### src/rtl/wb_master_arbiter_pkg.sv
// Shared definitions for the Wishbone master arbiter: FSM state encoding,
// requester identifiers and watchdog sizing.
package wb_master_arbiter_pkg;

  typedef enum logic [2:0] {
    ARB_IDLE     = 3'd0,
    ARB_BUS_IF   = 3'd1,
    ARB_BUS_MEM  = 3'd2,
    ARB_RESP_IF  = 3'd3,
    ARB_RESP_MEM = 3'd4
  } arb_state_e;

  typedef enum logic {
    REQ_IF  = 1'b0,
    REQ_MEM = 1'b1
  } req_id_e;

  localparam int DEFAULT_TIMEOUT_CYCLES = 255;

  // Counter must be able to hold TIMEOUT_CYCLES; keep at least one bit when disabled.
  function automatic int wdog_cnt_width(input int timeout_cycles);
    if (timeout_cycles < 1) begin
      return 1;
    end
    return $clog2(timeout_cycles + 1);
  endfunction

endpackage

### src/rtl/wb_master_arbiter_if.sv
// Wishbone master-side bus bundle between the arbiter and the interconnect.
interface wb_master_arbiter_if #(
  parameter int ADDR_W = 32,
  parameter int DATA_W = 32
) ();

  logic [ADDR_W-1:0]   wishbone_addr_o;
  logic [DATA_W-1:0]   wishbone_data_o;
  logic                wishbone_we_o;
  logic [DATA_W/8-1:0] wishbone_sel_o;
  logic                wishbone_stb_o;
  logic                wishbone_cyc_o;
  logic [DATA_W-1:0]   wishbone_data_i;
  logic                wishbone_ack_i;

  modport master (
    output wishbone_addr_o,
    output wishbone_data_o,
    output wishbone_we_o,
    output wishbone_sel_o,
    output wishbone_stb_o,
    output wishbone_cyc_o,
    input  wishbone_data_i,
    input  wishbone_ack_i
  );

  modport slave (
    input  wishbone_addr_o,
    input  wishbone_data_o,
    input  wishbone_we_o,
    input  wishbone_sel_o,
    input  wishbone_stb_o,
    input  wishbone_cyc_o,
    output wishbone_data_i,
    output wishbone_ack_i
  );

endinterface

### src/rtl/wb_arb_watchdog.sv
// Bus-cycle watchdog: saturating counter that flags the last allowed cycle
// of a transaction. TIMEOUT_CYCLES=0 disables expiry.
module wb_arb_watchdog
  import wb_master_arbiter_pkg::*;
#(
  parameter int TIMEOUT_CYCLES = DEFAULT_TIMEOUT_CYCLES
) (
  input  logic clk,
  input  logic rst,
  input  logic clr,
  input  logic en,
  output logic expired
);

  localparam int CNT_W = wdog_cnt_width(TIMEOUT_CYCLES);

  logic [CNT_W-1:0] count_reg;
  logic [CNT_W-1:0] count_next;

  always_comb begin
    count_next = count_reg;
    if (clr) begin
      count_next = '0;
    end else if (en && (count_reg != {CNT_W{1'b1}})) begin
      count_next = count_reg + 1'b1;
    end
  end

  always_ff @(posedge clk or negedge rst) begin
    if (!rst) begin
      count_reg <= '0;
    end else begin
      count_reg <= count_next;
    end
  end

  // count_reg holds the number of bus cycles already completed, so the
  // TIMEOUT_CYCLES-th bus cycle is the one that sees LIMIT.
  generate
    if (TIMEOUT_CYCLES > 0) begin : g_wdog
      localparam logic [CNT_W-1:0] LIMIT = CNT_W'(TIMEOUT_CYCLES - 1);
      assign expired = en && (count_reg >= LIMIT);
    end else begin : g_no_wdog
      assign expired = 1'b0;
    end
  endgenerate

endmodule

### src/rtl/wb_master_arbiter.sv
// Shares one Wishbone master port between instruction fetch and data memory.
// Define WB_ARB_ROUND_ROBIN_EN for alternating grants on ties (default: MEM priority).
module wb_master_arbiter
  import wb_master_arbiter_pkg::*;
#(
  parameter int TIMEOUT_CYCLES = DEFAULT_TIMEOUT_CYCLES,
  parameter int ADDR_W         = 32,
  parameter int DATA_W         = 32
) (
  input  logic                clk,
  input  logic                rst,
  input  logic                flush_i,
  input  logic                if_req_i,
  input  logic [ADDR_W-1:0]   if_addr_i,
  output logic [DATA_W-1:0]   if_data_o,
  output logic                if_stall_o,
  input  logic                mem_req_i,
  input  logic                mem_we_i,
  input  logic [DATA_W/8-1:0] mem_sel_i,
  input  logic [ADDR_W-1:0]   mem_addr_i,
  input  logic [DATA_W-1:0]   mem_data_i,
  output logic [DATA_W-1:0]   mem_data_o,
  output logic                mem_stall_o,
  wb_master_arbiter_if.master wishbone,
  output logic                timeout_o
);

  localparam int SEL_W = DATA_W / 8;

  arb_state_e        state_reg;
  logic [ADDR_W-1:0] addr_reg;
  logic [DATA_W-1:0] wdata_reg;
  logic              we_reg;
  logic [SEL_W-1:0]  sel_reg;
  logic              stb_reg;
  logic              cyc_reg;
  logic [DATA_W-1:0] if_data_reg;
  logic [DATA_W-1:0] mem_data_reg;
  logic              timeout_reg;
  logic              discard_reg;

  logic grant_mem;
  logic grant_if;
  logic in_bus;
  logic bus_is_mem;
  logic discard_now;
  logic wdog_expired;

`ifdef WB_ARB_ROUND_ROBIN_EN
  req_id_e last_grant_reg;
  // On a tie, hand the bus to whichever side did not get it last time.
  assign grant_mem = mem_req_i && (!if_req_i || (last_grant_reg == REQ_IF));
`else
  assign grant_mem = mem_req_i;
`endif
  assign grant_if = if_req_i && !grant_mem;

  assign in_bus      = (state_reg == ARB_BUS_IF) || (state_reg == ARB_BUS_MEM);
  assign bus_is_mem  = (state_reg == ARB_BUS_MEM);
  assign discard_now = discard_reg || flush_i;

  wb_arb_watchdog #(
    .TIMEOUT_CYCLES(TIMEOUT_CYCLES)
  ) u_watchdog (
    .clk    (clk),
    .rst    (rst),
    .clr    (state_reg == ARB_IDLE),
    .en     (in_bus),
    .expired(wdog_expired)
  );

  always_ff @(posedge clk or negedge rst) begin
    if (!rst) begin
      state_reg    <= ARB_IDLE;
      addr_reg     <= '0;
      wdata_reg    <= '0;
      we_reg       <= 1'b0;
      sel_reg      <= '0;
      stb_reg      <= 1'b0;
      cyc_reg      <= 1'b0;
      if_data_reg  <= '0;
      mem_data_reg <= '0;
      timeout_reg  <= 1'b0;
      discard_reg  <= 1'b0;
`ifdef WB_ARB_ROUND_ROBIN_EN
      last_grant_reg <= REQ_IF;
`endif
    end else begin
      timeout_reg <= 1'b0;
      case (state_reg)
        ARB_IDLE: begin
          if (!flush_i && grant_mem) begin
            addr_reg  <= mem_addr_i;
            wdata_reg <= mem_data_i;
            we_reg    <= mem_we_i;
            sel_reg   <= mem_sel_i;
            stb_reg   <= 1'b1;
            cyc_reg   <= 1'b1;
            state_reg <= ARB_BUS_MEM;
`ifdef WB_ARB_ROUND_ROBIN_EN
            last_grant_reg <= REQ_MEM;
`endif
          end else if (!flush_i && grant_if) begin
            addr_reg  <= if_addr_i;
            wdata_reg <= '0;
            we_reg    <= 1'b0;
            sel_reg   <= {SEL_W{1'b1}};
            stb_reg   <= 1'b1;
            cyc_reg   <= 1'b1;
            state_reg <= ARB_BUS_IF;
`ifdef WB_ARB_ROUND_ROBIN_EN
            last_grant_reg <= REQ_IF;
`endif
          end
        end

        ARB_BUS_IF, ARB_BUS_MEM: begin
          // Ack takes precedence over a watchdog expiry in the same cycle.
          if (wishbone.wishbone_ack_i) begin
            cyc_reg     <= 1'b0;
            stb_reg     <= 1'b0;
            we_reg      <= 1'b0;
            discard_reg <= 1'b0;
            if (discard_now) begin
              state_reg <= ARB_IDLE;
            end else begin
              state_reg <= bus_is_mem ? ARB_RESP_MEM : ARB_RESP_IF;
              if (!we_reg) begin
                if (bus_is_mem) begin
                  mem_data_reg <= wishbone.wishbone_data_i;
                end else begin
                  if_data_reg <= wishbone.wishbone_data_i;
                end
              end
            end
          end else if (wdog_expired) begin
            cyc_reg     <= 1'b0;
            stb_reg     <= 1'b0;
            timeout_reg <= 1'b1;
            discard_reg <= 1'b0;
            if (discard_now) begin
              state_reg <= ARB_IDLE;
            end else begin
              state_reg <= bus_is_mem ? ARB_RESP_MEM : ARB_RESP_IF;
              if (bus_is_mem) begin
                mem_data_reg <= '0;
              end else begin
                if_data_reg <= '0;
              end
            end
          end else if (flush_i) begin
            discard_reg <= 1'b1;
          end
        end

        ARB_RESP_IF, ARB_RESP_MEM: begin
          state_reg <= ARB_IDLE;
        end

        default: begin
          state_reg <= ARB_IDLE;
        end
      endcase
    end
  end

  assign wishbone.wishbone_addr_o = addr_reg;
  assign wishbone.wishbone_data_o = wdata_reg;
  assign wishbone.wishbone_we_o   = we_reg;
  assign wishbone.wishbone_sel_o  = sel_reg;
  assign wishbone.wishbone_stb_o  = stb_reg;
  assign wishbone.wishbone_cyc_o  = cyc_reg;

  assign if_data_o  = if_data_reg;
  assign mem_data_o = mem_data_reg;
  assign timeout_o  = timeout_reg;

  // Stall releases only in the single response cycle of the owning requester.
  assign if_stall_o  = if_req_i && (state_reg != ARB_RESP_IF);
  assign mem_stall_o = mem_req_i && (state_reg != ARB_RESP_MEM);

endmodule

### src/flat_wrapper.sv
// flat-port wrapper written by rule: the top's interface ports become plain ports
module wb_master_arbiter_flat import wb_master_arbiter_pkg::*;
#(
  parameter int TIMEOUT_CYCLES = DEFAULT_TIMEOUT_CYCLES,
  parameter int ADDR_W         = 32,
  parameter int DATA_W         = 32
)
  (clk, rst, flush_i, if_req_i, if_addr_i, if_data_o, if_stall_o, mem_req_i, mem_we_i, mem_sel_i, mem_addr_i, mem_data_i, mem_data_o, mem_stall_o, timeout_o, wishbone_wishbone_addr_o, wishbone_wishbone_data_o, wishbone_wishbone_we_o, wishbone_wishbone_sel_o, wishbone_wishbone_stb_o, wishbone_wishbone_cyc_o, wishbone_wishbone_data_i, wishbone_wishbone_ack_i);
  wb_master_arbiter_if #(.ADDR_W(ADDR_W), .DATA_W(DATA_W)) wishbone_i ();
  input  logic clk;
  input  logic rst;
  input  logic flush_i;
  input  logic if_req_i;
  input  logic [ADDR_W-1:0] if_addr_i;
  output logic [DATA_W-1:0] if_data_o;
  output logic if_stall_o;
  input  logic mem_req_i;
  input  logic mem_we_i;
  input  logic [DATA_W/8-1:0] mem_sel_i;
  input  logic [ADDR_W-1:0] mem_addr_i;
  input  logic [DATA_W-1:0] mem_data_i;
  output logic [DATA_W-1:0] mem_data_o;
  output logic mem_stall_o;
  output logic timeout_o;
  output wire logic [$bits(wishbone_i.wishbone_addr_o)-1:0] wishbone_wishbone_addr_o;
  output wire logic [$bits(wishbone_i.wishbone_data_o)-1:0] wishbone_wishbone_data_o;
  output wire logic [$bits(wishbone_i.wishbone_we_o)-1:0] wishbone_wishbone_we_o;
  output wire logic [$bits(wishbone_i.wishbone_sel_o)-1:0] wishbone_wishbone_sel_o;
  output wire logic [$bits(wishbone_i.wishbone_stb_o)-1:0] wishbone_wishbone_stb_o;
  output wire logic [$bits(wishbone_i.wishbone_cyc_o)-1:0] wishbone_wishbone_cyc_o;
  input wire logic [$bits(wishbone_i.wishbone_data_i)-1:0] wishbone_wishbone_data_i;
  input wire logic [$bits(wishbone_i.wishbone_ack_i)-1:0] wishbone_wishbone_ack_i;
  assign wishbone_wishbone_addr_o = wishbone_i.wishbone_addr_o;
  assign wishbone_wishbone_data_o = wishbone_i.wishbone_data_o;
  assign wishbone_wishbone_we_o = wishbone_i.wishbone_we_o;
  assign wishbone_wishbone_sel_o = wishbone_i.wishbone_sel_o;
  assign wishbone_wishbone_stb_o = wishbone_i.wishbone_stb_o;
  assign wishbone_wishbone_cyc_o = wishbone_i.wishbone_cyc_o;
  assign wishbone_i.wishbone_data_i = wishbone_wishbone_data_i;
  assign wishbone_i.wishbone_ack_i = wishbone_wishbone_ack_i;
  wb_master_arbiter #(.TIMEOUT_CYCLES(TIMEOUT_CYCLES), .ADDR_W(ADDR_W), .DATA_W(DATA_W)) u_core (.clk(clk), .rst(rst), .flush_i(flush_i), .if_req_i(if_req_i), .if_addr_i(if_addr_i), .if_data_o(if_data_o), .if_stall_o(if_stall_o), .mem_req_i(mem_req_i), .mem_we_i(mem_we_i), .mem_sel_i(mem_sel_i), .mem_addr_i(mem_addr_i), .mem_data_i(mem_data_i), .mem_data_o(mem_data_o), .mem_stall_o(mem_stall_o), .wishbone(wishbone_i), .timeout_o(timeout_o));
endmodule
### config.mk
export PLATFORM = sky130hd
export DESIGN_NAME = wb_master_arbiter_flat
export DESIGN_NICKNAME = d
export VERILOG_FILES = /design/src/rtl/wb_master_arbiter_pkg.sv /design/src/rtl/wb_master_arbiter_if.sv /design/src/rtl/wb_arb_watchdog.sv /design/src/rtl/wb_master_arbiter.sv /design/src/flat_wrapper.sv
export SDC_FILE = /design/constraint.sdc
export NUM_CORES = 1
export LEC_CHECK = 0
export ABC_AREA = 1
export BUFFER_PORTS_ARGS = -buffer_cell sky130_fd_sc_hd__buf_2
export CORE_MARGIN = 2
export CORE_UTILIZATION = 43
export CTS_CLUSTER_SIZE = 12
export DETAILED_ROUTE_END_ITERATION = 16
export GPL_TIMING_DRIVEN = 0
export PLACE_DENSITY = 0.85
export SYNTH_ARGS = -nofsm -noshare
export SYNTH_HDL_FRONTEND = slang
export SYNTH_SLANG_ARGS = --single-unit
export TNS_END_PERCENT = 1
### constraint.sdc
create_clock -name clk -period 1.6 [get_ports clk]
set_input_delay 0.32 -clock clk [delete_from_list [all_inputs] [get_ports clk]]
set_output_delay 0.32 -clock clk [all_outputs]
set_load 0.02 [all_outputs]
==> impl_metrics.tcl, run 1 <==
set metrics [dict create \
    drive_gt1_share_pct 39.3 \
    power_leakage_uw 0.00526 \
    yosys-top-cells-area "dfrtp_1 57%, nand2_1 15%, nand3_1 5.6%" \
    htree_levels 4 \
    drt.antenna.violating_nets 0 \
    ir_drop_mv 1.03 \
    met3_usage_pct 5.90 \
    arrival_ps 1940 \
    ys.flop_type "dfrtp_1" \
    startpoint "u_core.u_watchdog.count_reg[0]$_DFFE_PN0P_" \
    antenna_found_initial 1 \
    worstMarginPinSlew_ps 568 \
    min_period_ps 1630 \
    synthCells 736 \
    fin_skew_ps 9.05 \
    grtUsageMet2_pct 39.6 \
    overflow 0 \
    dp_slack_ps -300 \
    firstDrtPassIters 5 \
    post_drt_wl_per_cell_um 15.6 \
    grt_pass1_wl_mm 30.1 \
    synth_area_sq_um 6440 \
    via_count 6322 \
    ys_ff_latch 147 \
    synth-seq-area-share_pct 57.2 \
    dpl.cell_count 1196 \
    rsz0062_at_grt "yes" \
    fin_hold_ws_ps 123 \
    synth_edf_count 0 \
    worstHoldPathType "in2reg" \
    clkSinkCount 147 \
    hold_viol_final 0 \
    max_cap_violations 0 \
    port_buffers 275 \
    synth.distinct_cells 26 \
    numCtsBuffers 17 \
    clockRootBuffer "clkbuf_16" \
    synth_top_area_cell "dfrtp_1" \
    cts_tree "built" \
    worst_slack_ps -29.1 \
    area_growth_pct 44.2 \
    power_density_nw_per_um2 1880 \
    antenna_cells 0 \
    vias_per_cell 5.08 \
    drc 0 \
    final_max_slew_viol_count 0 \
    fin_crit_sh_pct 102 \
    synth_commonest_cells "262 x nand2_1, 147 x dfrtp_1, 72 x nand3_1, 59 x inv_1, 45 x nor2_1" \
    syn_nets 877 \
    hpwlAfterDp_mm 13.9 \
    ys.warnings.count 0 \
    status "finished, violations left" \
    routabilityCongestion 0.867 \
    dr.first_iter.drc_count 515 \
    hold_start "mem_sel_i[0]" \
    final_cell_count_no_fill 1245 \
    io_pins 277 \
    async_flop_share_pct 100 \
    yosysMostFrequentCell "nand2_1" \
    crit_fanout 10 \
    finalSetupViolCount 20 \
    dieArea_sq_um 16000 \
    start_util_pct 44.1 \
    required_ps 1910 \
    rr_startpoint "u_core.u_watchdog.count_reg[0]$_DFFE_PN0P_" \
    gr-usage-met1_pct 30.8 \
    clk_latency_ps 420 \
    critPathLaunchType "flop" \
    grt_pass1_vias 6027 \
    die_y_um 126 \
    nets 1189 \
    syn_avg_cell_area_sq_um 8.74 \
    core-area_sq_um 14600 \
    die_x_um 126 \
    end_kind "flop" \
    violations "setup timing" \
    cts.path.max_buffers 2 \
    routed_wl_mm 19.4 \
    slew_headroom_pct 62.1 \
    grt.busiest_layer "met2" \
    crit_type "reg2reg" \
    clkTransAtPathRegs_ps 60 \
    grt_start_max_net_pins 88 \
    yosys.area.top_type_share_pct 57.2 \
    max_freq_ghz 0.614 \
    num_rows 44 \
    grt_use_total_pct 23.7 \
]
-- cells by family (layout without fill, tap and decap cells) --
family,after synthesis,count (layout),share of synthesized area (%)
xor+xnor,1,1,0.136
simple gates,394,394,25.3
buf+inv,105,430,7.50
fa+ha+maj,2,2,0.389
flops,147,147,57.2
compound gates,87,87,9.56
-- metal layers --
layer  routed length (um)  part of all wire (%)  vias up
met4                  314                   1.6        2
met5                   13                 0.067        -
met3                 1160                   6.0       22
met1                 8150                    42     3026
li1                     -                     -     3014
met2                 9740                    50      258
-- cell type report --
class                           instances  area, sq um
Buffer                                 43          360
Clock buffer                           21          480
Clock inverter                         11          150
Fill cell                            1230         5310
Inverter                               62          235
Multi-Input combinational cell        484         2500
Sequential cell                       147         3680
Tap cell                              184          230
Timing Repair Buffer                  293         1640
-- timing repair --
| action | 4_1_cts | 5_1_grt |
|---|---|---|
| cloned | 0 | 4 |
| hold buffers | 1 | 0 |
| endpoints found under the hold margin | 60 | 0 |
| buffers inserted | 7 | 5 |
| endpoints found under the setup margin | 130 | 130 |
| gates resized for setup | 29 | 81 |
| pin swaps | 6 | 28 |
-- worst paths after layout --
kind                                                            endpoint  slack (ps)  depth (start not counted)
setup / recovery                        u_core.mem_data_o[7]$_DFFE_PN0P_         -30                         11
hold / removal             u_core.wishbone.wishbone_sel_o[0]$_DFFE_PN0P_         120                          2
setup reg to reg                        u_core.mem_data_o[7]$_DFFE_PN0P_         -30                         11
hold reg to reg                          u_core.if_data_o[7]$_DFFE_PN0P_         470                          2
max in group asynchronous     u_core.u_watchdog.count_reg[6]$_DFFE_PN0P_         350                          3
min in group asynchronous               u_core.if_data_o[25]$_DFFE_PN0P_         430                          2
-- power by group --
part / internal (uW) / total, uW / switching [uW]
Sequential: 5200 / 6060 / 857
Clock: 2630 / 4190 / 1570
Combinational: 2670 / 7220 / 4560
-- worst max-delay path, cell delays in order (launching register included) --
cell,delay (ps)
dfrtp_1,400
inv_2,90
ha_4,130
nor2_2,30
nor2_1,70
nand2_1,90
nand2_1,110
nand4_1,120
buf_6,180
buf_8,140
nand2_1,80
nand2_1,70
-- placed cells by master, fill, tap and decap left out, types with 3 or more instances in the layout --
cell,n
a22o_1,32
a31oi_1,32
buf_2,283
buf_4,12
buf_6,16
buf_8,6
bufinv_16,3
clkbuf_1,9
clkbuf_16,21
clkbuf_8,4
clkinv_4,3
dfrtp_1,144
dfrtp_2,3
inv_1,53
inv_2,7
nand2_1,252
nand2_2,5
nand2_4,6
nand3_1,45
nand3_2,27
nand4_1,7
nor2_1,42
nor2_2,4
nor2_4,3
o21ai_0,16
o22a_1,4
-- per-stage QoR --
step	area [sq um]	utilization (%)	TNS [ps]	total power (uW)
floorplan	6440	-	0	10100
global placement	8040	55.1	-293190	12400
detailed placement	8080	55.4	-24000	12600
CTS	8850	60.7	-35.7	17000
global route	9280	63.6	-6230	18400
finish	9280	63.6	-220	17500
Note: power is estimated with default switching activity, not from simulation.
==> inputs of run 2 (changes only) <==
--- a/config.mk
+++ b/config.mk
@@ -5,14 +5,14 @@
 export SDC_FILE = /design/constraint.sdc
 export NUM_CORES = 1
 export LEC_CHECK = 0
-export ABC_AREA = 1
 export BUFFER_PORTS_ARGS = -buffer_cell sky130_fd_sc_hd__buf_2
 export CORE_MARGIN = 2
-export CORE_UTILIZATION = 43
+export CORE_UTILIZATION = 44
 export CTS_CLUSTER_SIZE = 12
 export DETAILED_ROUTE_END_ITERATION = 16
 export GPL_TIMING_DRIVEN = 0
-export PLACE_DENSITY = 0.85
+export PLACE_DENSITY = 0.86
+export SETUP_SLACK_MARGIN = 0.5
 export SYNTH_ARGS = -nofsm -noshare
 export SYNTH_HDL_FRONTEND = slang
 export SYNTH_SLANG_ARGS = --single-unit
==> impl_metrics.tcl, run 2 <==
set metrics [dict create \
    grt_use_total_pct 28.4 \
    grt_start_max_net_pins 84 \
    fin_crit_sh_pct 114 \
    worstHoldPathType "in2async" \
    max_cap_violations 0 \
    critical_path_depth 6 \
    cp_top_family "simple AND/OR/NAND/NOR gates" \
    end_kind "flop" \
    crit_type "reg2reg" \
    clkSinkCount 147 \
    power_density_nw_per_um2 1830 \
    arrival_ps 2110 \
    overflow 0 \
    nets 1126 \
    yosys.area.top_type_share_pct 54.9 \
    hold_viol_final 41 \
    path_buf_inv 3 \
    syn_avg_cell_area_sq_um 9.91 \
    die_x_um 127 \
    drive_gt1_share_pct 40.1 \
    io_pins 277 \
    min_period_ps 1820 \
    cts_tree "built" \
    grt_pass1_wl_mm 36.3 \
    async_flop_share_pct 100 \
    routed_wl_mm 22.9 \
    crit_fanout 6 \
    ir_drop_mv 1.16 \
    final_max_slew_viol_count 0 \
    ys_ff_latch 147 \
    synth-seq-area-share_pct 54.9 \
    post_drt_wl_per_cell_um 19.3 \
    drt.antenna.violating_nets 0 \
    synth_top_area_cell "dfrtp_1" \
    clockRootBuffer "clkbuf_16" \
    synthCells 676 \
    final_util_pct 68.4 \
    area_growth_pct 53.5 \
    final_common_cell "nand2_1" \
    yosys-top-cells-area "dfrtp_1 55%, nand2_1 9.2%, o211ai_1 7.2%" \
    cpMaxStageDelayCell "dfrtp_1" \
    nFillCells 1020 \
    via_count 6839 \
    final_cell_mix "162 x nand2_1, 149 x buf_6, 146 x dfrtp_1" \
    core-area_sq_um 15000 \
    totalPowerFinal_uw 18800 \
    port_buffers 276 \
    clk_latency_ps 420 \
    start_util_pct 44.6 \
    fin_hold_ws_ps -65.5 \
    violations "hold timing, setup timing" \
    setup_tns_ps -17270 \
    htree_levels 4 \
    required_ps 1890 \
    slowest_delay_ps 400 \
    drc 0 \
    crit_chain "or3_4 -> or2_4 -> buf_6 -> buf_8 -> buf_12 -> a22o_1" \
    fin_skew_ps 9.98 \
    die_y_um 127 \
    max_freq_ghz 0.551 \
    power_leakage_uw 0.00501 \
    worst_slack_ps -216 \
    rr_worst_depth 6 \
    critPathLaunchType "flop" \
    finalSetupViolCount 137 \
    ys.warnings.count 0 \
    routabilityCongestion 0.872 \
    yosysMostFrequentCell "nand2_1" \
    hpwlAfterDp_mm 15.4 \
    slew_headroom_pct 47.6 \
    dieArea_sq_um 16200 \
    worstMarginPinSlew_ps 786 \
    synth.distinct_cells 44 \
    clkTransAtPathRegs_ps 60 \
    synth_edf_count 0 \
    syn_nets 817 \
    seqCellArea_sq_um 3680 \
    dr.first_iter.drc_count 548 \
    multi_input_area_sq_um 2850 \
    numCtsBuffers 17 \
    synth_commonest_cells "165 x nand2_1, 147 x dfrtp_1, 68 x nand3_1, 64 x o211ai_1, 38 x o21ai_0" \
    grt_pass1_vias 7002 \
    cts.path.max_buffers 2 \
    num_rows 45 \
    synth_area_sq_um 6700 \
    firstDrtPassIters 6 \
    antenna_found_initial 2 \
    vias_per_cell 5.76 \
    ys.flop_type "dfrtp_1" \
    rsz0062_at_grt "yes" \
    dpl.cell_count 1141 \
    final_cell_count_no_fill 1188 \
    status "finished, violations left" \
]
## run 2: changes by cell type after synthesis, sizes merged, moves of 4 or more
| cell | previous run | this run |
|---|---|---|
| nor2 | 49 | 11 |
| a21oi | 1 | 6 |
| a31oi | 32 | 4 |
| o211ai | 0 | 64 |
| nand3 | 72 | 68 |
| nand4 | 7 | 1 |
| nand2 | 263 | 165 |
| inv | 61 | 2 |
| clkbuf | 12 | 30 |
| or3 | 0 | 5 |
| o21ai | 16 | 38 |
| mux2i | 0 | 32 |
## run 2: where the power goes
group / internal, uW / switching (uW) / leakage [uW]
Clock: 2790 / 1640 / 0.000308
Combinational: 3920 / 4410 / 0.00307
Sequential: 4930 / 1080 / 0.00163
## run 2: cell type report
cell class,instances,area share [%]
Antenna cell,2,0.0487
Buffer,58,4.39
Clock buffer,18,4.17
Clock inverter,14,2.19
Inverter,2,0.0730
Multi-Input combinational cell,469,27.7
Sequential cell,147,35.8
Tap cell,188,2.29
Timing Repair Buffer,290,23.4
## run 2: what timing repair did
| action | 4_1_cts | 5_1_grt |
|---|---|---|
| resized for setup | 323 | 78 |
| buffers inserted | 11 | 0 |
| endpoints found under the hold margin | 59 | 2 |
| cloned | 2 | 0 |
| endpoints found under the setup margin | 285 | 285 |
| pin swaps | 61 | 14 |
## run 2: kinds of logic (layout without fill, tap and decap cells)
group / count (synthesis) / in the layout / synth area share [%]
compound gates: 162 / 162 / 17.4
xor+xnor: 1 / 1 / 0.131
fa+ha+maj: 3 / 3 / 0.523
buf+inv: 60 / 382 / 4.65
flops: 147 / 147 / 54.9
mux: 32 / 32 / 4.78
other cells: 0 / 2 / 0
simple gates: 271 / 271 / 17.6
## run 2: worst paths after layout
path / startpoint / to / slack [ps]
hold reg to reg: u_core.wishbone.wishbone_addr_o[29]$_DFFE_PN0P_ / u_core.wishbone.wishbone_addr_o[29]$_DFFE_PN0P_ / 500
setup / recovery: u_core.state_reg[1]$_DFFE_PN0P_ / u_core.wishbone.wishbone_data_o[1]$_DFFE_PN0P_ / -220
hold / removal: rst / u_core.if_data_o[13]$_DFFE_PN0P_ / -70
setup reg to reg: u_core.state_reg[1]$_DFFE_PN0P_ / u_core.wishbone.wishbone_data_o[1]$_DFFE_PN0P_ / -220
max in group asynchronous: rst / u_core.wishbone.wishbone_data_o[8]$_DFFE_PN0P_ / 870
min in group clk: mem_data_i[2] / u_core.wishbone.wishbone_data_o[2]$_DFFE_PN0P_ / 110
## run 2: routing by layer
layer	part of all wire (%)	GRT usage (%)	vias to the layer above
met5	0	0	-
met4	4.7	14.7	0
met3	6.2	5.61	92
met2	49	45.4	391
met1	41	36.9	3325
li1	-	-	3031
## run 2: per-stage QoR
step | instance area [sq um] | worst slack (ps)
final | 10300 | -216
after detailed placement | 8370 | -371
after global placement | 8330 | -1910
after floorplan | 6720 | -47.3
after global routing | 10300 | -243
after CTS | 10100 | -190
